**config.mk**
```make
export PLATFORM = sky130hd
export DESIGN_NAME = uart_rx_framer
export DESIGN_NICKNAME = d
export VERILOG_FILES = /design/src/rtl/uart_rx_framer.sv
export SDC_FILE = /design/constraint.sdc
export NUM_CORES = 1
export LEC_CHECK = 0
export ABC_AREA = 1
export BUFFER_PORTS_ARGS = -buffer_cell sky130_fd_sc_hd__buf_2
export CORE_MARGIN = 8
export CORE_UTILIZATION = 55
export CTS_BUF_LIST = sky130_fd_sc_hd__clkbuf_8
export CTS_CLUSTER_DIAMETER = 50
export DETAILED_ROUTE_END_ITERATION = 10
export PLACE_DENSITY = 0.77
export SYNTH_ARGS = -nofsm -noshare
export SYNTH_HDL_FRONTEND = slang
export SYNTH_SLANG_ARGS = --single-unit
export TNS_END_PERCENT = 30
```
**constraint.sdc**
```tcl
create_clock -name clk -period 1.6 [get_ports clk]
set_clock_uncertainty 0.15 [all_clocks]
set_input_delay 0.08 -clock clk [delete_from_list [all_inputs] [get_ports clk]]
set_output_delay 0.08 -clock clk [all_outputs]
set_load 0.03 [all_outputs]
```
**src/rtl/uart_rx_framer.sv**
```systemverilog
// 8N1 UART receiver: synchronises rx, validates the start bit, samples each bit at its
// centre and hands bytes over a valid/ready handshake with framing-error and overrun pulses.
module uart_rx_framer #(
  parameter int CLK_FREQ  = 100_000_000,
  parameter int BAUD_RATE = 9600
) (
  input  logic       clk,
  input  logic       reset,
  input  logic       rx,
  output logic [7:0] rx_data,
  output logic       rx_valid,
  input  logic       rx_ready,
  output logic       frame_err,
  output logic       overrun
);

  localparam int BIT_CLKS  = CLK_FREQ / BAUD_RATE;
  localparam int HALF_CLKS = BIT_CLKS / 2;
  localparam int CW        = (BIT_CLKS > 2) ? $clog2(BIT_CLKS) : 1;

  localparam logic [CW-1:0] BIT_LAST  = CW'(BIT_CLKS - 1);
  localparam logic [CW-1:0] HALF_LAST = CW'(HALF_CLKS - 1);

  typedef enum logic [2:0] {
    S_IDLE,
    S_START,
    S_DATA,
    S_STOP,
    S_BREAK
  } state_t;

  state_t          state, state_d;
  logic [CW-1:0]   cnt, cnt_d;
  logic [2:0]      idx, idx_d;
  logic [7:0]      shift, shift_d;
  logic            deliver_q, deliver_d;
  logic            frame_err_d;
  logic            rx_meta, rx_s;

  // Line idles high, so the synchroniser resets to 1 to avoid a false start edge.
  always_ff @(posedge clk or negedge reset) begin
    if (!reset) begin
      rx_meta <= 1'b1;
      rx_s    <= 1'b1;
    end else begin
      // NOTE: non-blocking assignments let both stages sample the pre-edge values,
      // which is what makes this a two-flop chain rather than a single wire.
      rx_meta <= rx;
      rx_s    <= rx_meta;
    end
  end

  // NOTE: the shift register is small and control-adjacent, so it is reset along with
  // the rest of the state; a large data memory would normally be left unreset.
  always_ff @(posedge clk or negedge reset) begin
    if (!reset) begin
      state     <= S_IDLE;
      cnt       <= '0;
      idx       <= '0;
      shift     <= '0;
      deliver_q <= 1'b0;
      frame_err <= 1'b0;
    end else begin
      state     <= state_d;
      cnt       <= cnt_d;
      idx       <= idx_d;
      shift     <= shift_d;
      deliver_q <= deliver_d;
      frame_err <= frame_err_d;
    end
  end

  always_comb begin
    // NOTE: every output of this block gets a default first so no path can infer a latch.
    state_d     = state;
    cnt_d       = cnt;
    idx_d       = idx;
    shift_d     = shift;
    deliver_d   = 1'b0;
    frame_err_d = 1'b0;

    unique case (state)
      S_IDLE: begin
        if (!rx_s) begin
          state_d = S_START;
          cnt_d   = '0;
        end
      end

      S_START: begin
        if (cnt == HALF_LAST) begin
          cnt_d   = '0;
          idx_d   = '0;
          state_d = rx_s ? S_IDLE : S_DATA;
        end else begin
          cnt_d = cnt + 1'b1;
        end
      end

      S_DATA: begin
        if (cnt == BIT_LAST) begin
          cnt_d        = '0;
          shift_d[idx] = rx_s;
          if (idx == 3'd7) state_d = S_STOP;
          else             idx_d   = idx + 3'd1;
        end else begin
          cnt_d = cnt + 1'b1;
        end
      end

      S_STOP: begin
        if (cnt == BIT_LAST) begin
          cnt_d = '0;
          if (rx_s) begin
            deliver_d = 1'b1;
            state_d   = S_IDLE;
          end else begin
            frame_err_d = 1'b1;
            state_d     = S_BREAK;
          end
        end else begin
          cnt_d = cnt + 1'b1;
        end
      end

      // A line held low stays here so it never yields further bytes or errors.
      S_BREAK: begin
        if (rx_s) state_d = S_IDLE;
      end

      default: state_d = S_IDLE;
    endcase
  end

  // Output holding register: a byte completing while the last one is unaccepted is dropped.
  always_ff @(posedge clk or negedge reset) begin
    if (!reset) begin
      rx_data  <= '0;
      rx_valid <= 1'b0;
      overrun  <= 1'b0;
    end else begin
      overrun <= 1'b0;
      if (deliver_q) begin
        if (!rx_valid || rx_ready) begin
          rx_data  <= shift;
          rx_valid <= 1'b1;
        end else begin
          overrun <= 1'b1;
        end
      end else if (rx_valid && rx_ready) begin
        rx_valid <= 1'b0;
      end
    end
  end

endmodule

```
==> results.md <==
- The run finished, with violations left.
- The checks that failed: negative setup slack.
- For the worst-skew pair, the clock arrives at the later sink with an insertion delay of roughly 0.3 ns.
- The number of pins exceeding their max-slew limit in the final report is 0.
- The maximum number of pins on one net before global-route repair is 24.
- At the pin with the least slew margin, the transition time is around 0.48 ns.
- The initial utilization of the core area, before any placement, comes to 0.568.
- In the synthesized netlist, the cells that appear most often are sky130_fd_sc_hd__nand2_1, sky130_fd_sc_hd__dfrtp_1, sky130_fd_sc_hd__nor2_1.
- For this design the ratio of total power to cell area is 663 nW/um^2.
- Subtracting the final worst setup slack from the clock period gives 1.61 ns.
- In this run the worst path has a maximum fanout of 8.
- The maximum root-to-sink buffer count is 2.
- The hold violation count in the final report was 0.
- The layout overhead on the synthesized area is 21.8%.
- For this block, the routed nets add up to roughly 4900 um of wire.
- The clock tree synthesis step divided the H-tree into 2 levels.
- The total of endpoints with negative setup slack in the final report is 2.
- The footprint of the flip-flops and latches is between 1000 and 1500 um^2.
- After synthesis, the cell types taking the most area are sky130_fd_sc_hd__dfrtp_1, sky130_fd_sc_hd__nand2_1, sky130_fd_sc_hd__nor2_1.
- The worst path setup slack after routing is -0.00617 ns.
- In the final routed layout, each cell accounts on average for between 10 and 15 um.
- Of the post-synthesis cell area, the dominant cell type holds 0.441.
- Data on the critical path is required at its endpoint by around 1.6 ns.
- Row generation in the floorplan step produced 23 rows.
- The final instance count without filler cells is 373.
- The worst hold margin is 0.116 ns.
- The most instantiated library cell after synthesis is sky130_fd_sc_hd__nand2_1.
- The synthesis-stage register bit count is 42.
- The cell count after synthesis is between 200 and 300.
- The largest stage delay on the critical path is around 0.4 ns.
- The net count of the finished layout is around 330.
- In this run the critical register-to-register path is launched from cnt[0].
- Counting tap cells, the placed design contains a total of between 300 and 400 instances.
- Walking the worst path, the cells encountered are ha_4 > nand3_4 > nor2_4 > nand2_4 > nand2_8 > nand2_8 > nor2_8 > nor2_1.
- In the final layout, the share of cells above drive strength 1 is 0.282.
- The analysis attributes to cell leakage a power of 0.00137 uW.
- For this run, asynchronously set or reset flops after synthesis account for 1.00.
- The finished layout cell area is 2770 um^2.
- The most used flip-flop cell after synthesis is sky130_fd_sc_hd__dfrtp_1.
- The vias per cell is 5.23.
- The worst min-delay path category is in -> async.
- The share of the Yosys chip area taken by registers is 0.464.
- Across the run, the number of max-cap violations was 0.
- The total half-perimeter wirelength after legalization and detailed placement is between 3000 and 4000 um.
- The multi-input combinational cells in the finished layout cover a total of approximately 1200 um^2.
- The number of global-route vias before repair is about 1800.
- In this run the vertical extent of the chip is ~80 um.
- The area of the mapped netlist is approximately 2300 um^2.
- The clock transition at the registers of the reported paths is roughly 0.090 ns.
- The number of fill cells is 309.
- The category of the worst setup path launch point is a flip-flop.
- The synthesized netlist net count is about 290.
- The signal arrival time at the worst endpoint is 1.65 ns.
- The total via count after detailed routing is between 1500 and 2000.
- The count of nets left with antenna violations once routing finished came out at 0.
- The critical path in this run is classified as reg -> reg.
- The sum of overflow across all layers after global routing is 0.
- Among the stages of the critical path, the cell type that occurs most often is sky130_fd_sc_hd__nand2_8.
- The DRC violation total after the first TritonRoute iteration is about 150.
- The dominant cell type by area after synthesis is sky130_fd_sc_hd__dfrtp_1.
- Setup repair after global routing could not meet its margin everywhere.
- The die area is ~6400 um^2.
- The worst slew margin relative to its limit is 0.680.
- The slowest stage of the critical path is the sky130_fd_sc_hd__dfrtp_1 cell.
- The total number of clock tree sinks is 42.
- For met3 alone, demand over resource in global routing was 0.0324.
- After synthesis, the netlist uses 27 different library cells.
- For met1 alone, demand over resource in global routing was 0.203.
- The average cell area after synthesis is 8.06 um^2.
- Dividing the final minimum period by the clock period gives 1.00.
- In this run, synthesis inferred 0 flip-flops with an integrated enable.
- CTS placed an instance of sky130_fd_sc_hd__clkbuf_8 at the clock tree root.
- For this run, global-route usage on met2 was measured as 0.252.
- The maximum achievable frequency is slightly above 600 MHz.
- The nature of the critical path endpoint is a flip-flop.
- The die is 80.3 um wide.
- The number of warnings issued by yosys is 0.
- TritonCTS created 5 clock buffers.
- After detailed routing, the number of remaining DRC violations is 0.
- TritonCTS built the clock tree.
- The end-of-flow core utilization is 0.692.
- The antenna diode count is 0.
- met2 is the most crowded layer.
- Once placement finished, the instance area stood at 2510 um^2.
- IR analysis of the VDD net gives a maximum drop of 0.000433 V.
- Tracing the worst setup path back leads to its startpoint at cnt[0].
- The initial antenna violation count is 0.
- The number of ports placed on the die boundary is 15.
- In the global route stage, overall resource usage came out at 0.157.
- Input and output buffers added on the ports amount to 14.
- The first global-routing pass estimated 8140 um of wire.
- The total area inside the core boundary comes to around 4000 um^2.
- The routability congestion estimate from global placement is 0.865.
- Before antenna repair, the detailed router went through 4 iterations.
state kept, by name (all words and copies together), names as in the netlist:
register	cells
cnt	14
rx_data	8
shift	8
idx	3
state	3
deliver_q	1
frame_err	1
overrun	1
rx_meta	1
rx_s	1
rx_valid	1
layer usage:
layer  vias to the layer above  part of all wire
li1                        994                 -
met4                         0             0.015
met3                         9             0.052
met1                       897              0.45
met5                         -                 0
met2                        50              0.48
power by group:
group          internal (uW)  switching (uW)  leakage, uW
sequential              1060            3.39     0.000557
combinational           14.5            26.2     0.000770
clock                    347             380    0.0000472
total                   1430             409      0.00137
worst paths after layout:
| check | to | slack, ns | cells past startpoint |
|---|---|---|---|
| worst max register to register | cnt[5] | -0.006 | 8 |
| max in group asynchronous | shift[3] | 0.70 | 3 |
| worst min register to register | rx_s | 0.21 | 0 |
| worst min-delay path | cnt[4] | 0.12 | 2 |
| min in group clk | rx_s | 0.21 | 0 |
| worst max-delay path | cnt[5] | -0.006 | 8 |
timing repair:
action / CTS / global route
gates resized for setup: 7 / 23
hold endpoints to repair: 45 / 0
endpoints found under the setup margin: 19 / 23
pin swaps: 2 / 6
hold buffers: 3 / 0
setup buffers: 0 / 3
gates cloned: 0 / 1
critical path: cells and delay by family, from the launching register on:
kind	cells	cell delay (ns)
fa+ha+maj	1	0.18
flops	1	0.41
simple gates	7	0.74
final cells by class:
| cell class | count | share of cell area |
|---|---|---|
| clock inverters | 2 | 0.00452 |
| repair buffers | 34 | 0.0868 |
| multi-input cells | 209 | 0.433 |
| inverters | 30 | 0.0407 |
| clock buffers | 6 | 0.0298 |
| well taps | 50 | 0.0226 |
| flip-flops and latches | 42 | 0.383 |
layout by cell type, fill, tap and decap left out, types with 3 or more instances in the layout:
master / n
sky130_fd_sc_hd__nand2_1: 80
sky130_fd_sc_hd__dfrtp_1: 35
sky130_fd_sc_hd__nor2_1: 27
sky130_fd_sc_hd__inv_1: 26
sky130_fd_sc_hd__nand3_1: 22
sky130_fd_sc_hd__buf_4: 16
sky130_fd_sc_hd__buf_2: 14
sky130_fd_sc_hd__nor2_2: 9
sky130_fd_sc_hd__nand4_1: 9
sky130_fd_sc_hd__nor2_4: 8
sky130_fd_sc_hd__o21ai_0: 8
sky130_fd_sc_hd__mux2_2: 8
sky130_fd_sc_hd__nor3_1: 6
sky130_fd_sc_hd__o21ai_1: 6
sky130_fd_sc_hd__clkbuf_8: 6
sky130_fd_sc_hd__dfrtp_2: 5
sky130_fd_sc_hd__inv_2: 4
sky130_fd_sc_hd__nand2_2: 4
sky130_fd_sc_hd__nand2_4: 3
sky130_fd_sc_hd__o31ai_1: 3
sky130_fd_sc_hd__dlygate4sd3_1: 3
metrics by stage:
| step | TNS [ns] | total power (uW) | setup WS [ns] |
|---|---|---|---|
| global route | -1.27 | 1900 | -0.0877 |
| detailed placement | -0.595 | 1130 | -0.0631 |
| global placement | -0.179 | 1130 | -0.0326 |
| CTS | 0 | 1850 | 0.00727 |
| floorplan | 0 | 1090 | 0.0828 |
| finish | -0.00836 | 1840 | -0.00617 |
cells by family (layout without fill, tap and decap cells):
kind of cell | Yosys count | after routing | share of synthesized area
flip-flops | 42 | 42 | 0.464
buffers and inverters | 32 | 72 | 0.0567
XOR/XNOR | 2 | 2 | 0.00771
multiplexers | 8 | 8 | 0.0396
adder cells (fa/ha/maj) | 3 | 3 | 0.0165
AO/OA/AOI/OAI | 23 | 23 | 0.0639
AND/OR/NAND/NOR | 172 | 173 | 0.352
Power figures use the tool's default switching activity.
